**src/rtl/dma_readback_buffer.sv**
```systemverilog
// dma_readback_buffer: per-channel CA/CWC snapshot bank read out one byte at a time,
// with the selected word frozen across a multi-byte read.
module dma_readback_buffer #(
  parameter int NUM_CH = 4,
  parameter int WIDTH  = 16,
  localparam int NBYTES = WIDTH / 8,
  localparam int CHW    = NUM_CH > 1 ? $clog2(NUM_CH) : 1,
  localparam int PW     = NBYTES > 1 ? $clog2(NBYTES) : 1
) (
  input  logic                    CLK,
  input  logic                    RESET_N,
  input  logic [NUM_CH*WIDTH-1:0] RB_currentAddress_in,
  input  logic [NUM_CH*WIDTH-1:0] RB_currentWordCount_in,
  input  logic                    rd_req,
  input  logic [CHW-1:0]          rd_ch,
  input  logic                    rd_reg,
  input  logic                    clear_ff,
  output logic [7:0]              data_out,
  output logic                    data_valid,
  output logic [PW-1:0]           byte_ptr
);
  localparam int IW    = CHW + 1;
  localparam int DEPTH = 2 ** IW;
  localparam int XW    = (DEPTH / 2) * WIDTH;
  // Entry index is {channel, reg}; inputs are zero-extended to a power-of-two channel count.
  logic [WIDTH-1:0] snap [DEPTH];
  logic [XW-1:0]    ca_x, cwc_x;
  logic             frz;
  logic [IW-1:0]    fidx;
  logic [IW-1:0]    sel;
  logic             in_range, go, last, set_frz;
  logic [WIDTH-1:0] word;
  logic [7:0]       byte_sel;
  assign ca_x     = XW'(RB_currentAddress_in);
  assign cwc_x    = XW'(RB_currentWordCount_in);
  assign sel      = {rd_ch, rd_reg};
  assign in_range = 32'(rd_ch) < 32'(NUM_CH);
  assign go       = rd_req & ~clear_ff;
  assign last     = byte_ptr == PW'(NBYTES - 1);
  assign set_frz  = go & in_range & (byte_ptr == '0) & (NBYTES > 1);
  assign word     = snap[sel];
  assign byte_sel = 8'(word >> {byte_ptr, 3'b000});
  // An entry holds while frozen and also on the edge that freezes it.
  always_ff @(posedge CLK or negedge RESET_N) begin
    if (!RESET_N) begin
      for (int i = 0; i < DEPTH; i++) snap[i] <= '0;
    end else begin
      for (int i = 0; i < DEPTH; i++)
        if (!((frz && fidx == IW'(i)) || (set_frz && sel == IW'(i))))
          snap[i] <= (i % 2 == 1) ? cwc_x[(i/2)*WIDTH +: WIDTH] : ca_x[(i/2)*WIDTH +: WIDTH];
    end
  end
  always_ff @(posedge CLK or negedge RESET_N) begin
    if (!RESET_N) begin
      byte_ptr   <= '0;
      frz        <= 1'b0;
      fidx       <= '0;
      data_out   <= 8'h00;
      data_valid <= 1'b0;
    end else if (clear_ff) begin
      byte_ptr   <= '0;
      frz        <= 1'b0;
      data_valid <= 1'b0;
    end else begin
      data_valid <= rd_req;
      if (go) begin
        data_out <= in_range ? byte_sel : 8'h00;
        if (set_frz) begin
          frz  <= 1'b1;
          fidx <= sel;
        end
        if (last) begin
          frz      <= 1'b0;
          byte_ptr <= '0;
        end else begin
          byte_ptr <= byte_ptr + 1'b1;
        end
      end
    end
  end
endmodule
```
**config.mk**
```make
export PLATFORM = sky130hd
export DESIGN_NAME = dma_readback_buffer
export DESIGN_NICKNAME = d
export VERILOG_FILES = /design/src/rtl/dma_readback_buffer.sv
export SDC_FILE = /design/constraint.sdc
export NUM_CORES = 1
export LEC_CHECK = 0
export ABC_CLOCK_PERIOD_IN_PS = 4000
export CAP_MARGIN = 5
export CORE_MARGIN = 10
export CORE_UTILIZATION = 50
export DETAILED_ROUTE_END_ITERATION = 7
export GPL_TIMING_DRIVEN = 0
export HOLD_SLACK_MARGIN = 0.1
export PLACE_DENSITY = 0.8
export SYNTH_ARGS = -nofsm -noshare
export SYNTH_HDL_FRONTEND = slang
export SYNTH_SLANG_ARGS = --single-unit
export TNS_END_PERCENT = 100
```
**constraint.sdc**
```tcl
create_clock -name CLK -period 4 [get_ports CLK]
set_clock_uncertainty 0.05 [all_clocks]
set_input_delay 0.8 -clock CLK [delete_from_list [all_inputs] [get_ports CLK]]
set_output_delay 0.8 -clock CLK [all_outputs]
set_load 0.005 [all_outputs]
```
==> reports/metrics.cfg <==
[run_status]
status=completed

[grt]
grt_max_degree=86
grt_pass1_wl_um=27400
antenna_found_initial=0
first_global_vias=4888
overflow=0
track_usage_pct=19.9

[logic_synthesis]
yosysUniqueCellTypes=33
async_flop_share_pct=100
yosysSeqAreaShare_pct=54.7
synth_edf_count=0
synthFlopType=dfrtp_1
netlist_area_um2=6490
synth_nets=576
synth.avg_cell_area_um2=14.7
netlist_instances=441
ys_ff_latch=142
yosysWarnings=0

[timing]
setup_viol=0
fin_crit_ns=3.16
slew_viol_final=0
hold_violations=0
fmaxAchievable_mhz=317
rsz0062_at_grt=false
setup_slack_ns=0.845
slew_headroom_pct=35.5
period_share_pct=78.9
tightest_slew_ns=0.963

[clock_network]
postCtsSetupRepairBufs=0
cts_hold_buf=0
cts_buffers=17
cts_tree=built
cts_resized=0
clk_latency_ns=0.42
cts_buffer_depth=2
htree_levels=4
clkSinkCount=142
clk_pin_slew_ns=0.06
cts_root_buf=clkbuf_16

[floorplan]
coreArea_um2=12700
fp-row-count=41
dieArea_um2=17900
io_pins=145
die_w_um=134
initial_utilization_pct=51.2
die_h_um=134

[worst_setup_path]
crit_type=in -> reg
r2r-start=byte_ptr$_DFFE_PN0P_
reg2reg_setup_slack_ns=1.31
r2r_end=snap[29]$_DFFE_PN0N_
crit_path_max_incr_delay_ns=0.57
path_cells=clkdlybuf4s50_1 > nor3b_2 > nand2_1 > o22ai_2 > buf_4 > mux2_2
cp.required_ns=4.25
path_max_fanout=10
path_buf_inv=2
reg2reg_depth=5
critical-path-top-delay-family=simple AND/OR/NAND/NOR gates
critical_path_arrival_ns=3.41
crit_path_end_kind=flip-flop
critical_path_cell_count=6
critPathLaunchType=primary input
slowest_stage=nor3b_2

[routing]
drtAntennaViolNets=0
route.detailed.drc=0
via_count=4333
wl_per_cell_um=22.4
viasPerCell=5.49
routed_wl_um=17600
drt_iter0_markers=415
first_pass_iters=6

[finish]
drive_gt1_share_pct=33.2
finalNetCount=739
final_core_util_pct=69.7
antenna_cells=0
fillers=898
layout_common_cells=dfrtp_1, clkdlybuf4s50_1, mux2_2
area_delta_synth_final_pct=36.1
ff_latch_area_um2=3550
multi_input_area_um2=2780

[placement]
io_buffers=143
dp_slack_ns=0.464
dp_hpwl_um=13100
gp_congestion=0.835

[pwr]
power.leakage_nw=3.71
p_per_area_nw_per_um2=447
ir_worst_vdd_mv=0.283

[min_path]
worstHoldPathType=in -> async

[job]
max_cap_viol_count=0

[synth_stat cells, types with 5 or more instances]
| cell type | number | area [um^2] |
|---|---|---|
| dfrtp_1 | 142 | 3550 |
| mux2_2 | 121 | 1360 |
| mux2i_1 | 37 | 370 |
| nand2_1 | 30 | 113 |
| mux4_2 | 16 | 360 |
| buf_2 | 12 | 60.1 |
| a22oi_1 | 10 | 75.1 |
| mux2_4 | 10 | 150 |
| nand2b_1 | 6 | 37.5 |
| a21oi_1 | 5 | 25.0 |
| nand3_1 | 5 | 25.0 |
[worst max path at each step]
stage                     startpoint                   end  slack, ns
after floorplan             clear_ff  snap[70]$_DFFE_PN0N_       1.58
after global placement       RESET_N  snap[21]$_DFFE_PN0N_      -3.34
after detailed placement      rd_req  snap[26]$_DFFE_PN0N_       0.46
after CTS                     rd_req  snap[26]$_DFFE_PN0N_       0.89
after global routing          rd_req  snap[29]$_DFFE_PN0N_       0.72
final                         rd_req  snap[29]$_DFFE_PN0N_       0.84
[final cells by class]
type | instances | share of cell area [%]
repair buffers | 144 | 16.5
clock buffers | 22 | 5.48
well taps | 172 | 2.44
plain buffers | 25 | 1.70
flip-flops and latches | 142 | 40.2
inverters | 1 | 0.0425
multi-input cells | 273 | 31.5
clock inverters | 10 | 2.07
[sequential cells by signal, indices dropped and copies added (netlist names)]
name        cells
data_out        8
snap          128
frz             1
data_valid      1
byte_ptr        1
fidx            3
[metrics by stage]
step                      cells  area [um^2]  TNS [ns]  total power (W)  hold WS (ns)
after global placement      756         8140   -472.64          0.00219         0.425
final                       789         8830         0          0.00395         0.381
after CTS                   789         8830         0          0.00398         0.410
after floorplan             441         6490         0          0.00191         0.409
after global routing        789         8830         0          0.00409         0.436
after detailed placement    757         8170         0          0.00222         0.436
[per-layer routing]
layer	routed length, um	GRT usage, %	vias up
met2	8650	32.3	161
met3	1110	6.53	15
li1	-	-	1948
met4	178	5.38	0
met5	0	0	-
met1	7700	25.1	2209
[logic make-up after synthesis]
family | synth area share [%]
multiplexers | 34.6
flip-flops | 54.7
AND/OR/NAND/NOR | 4.38
buffers and inverters | 2.37
AO/OA/AOI/OAI | 3.95
[where the power goes]
group,leakage [nW],internal [W],switching (W)
sequential,1.67,0.00156,0.0000708
clock,0.318,0.00117,0.000589
combinational,1.72,0.000338,0.000225
Power figures use the tool's default switching activity.
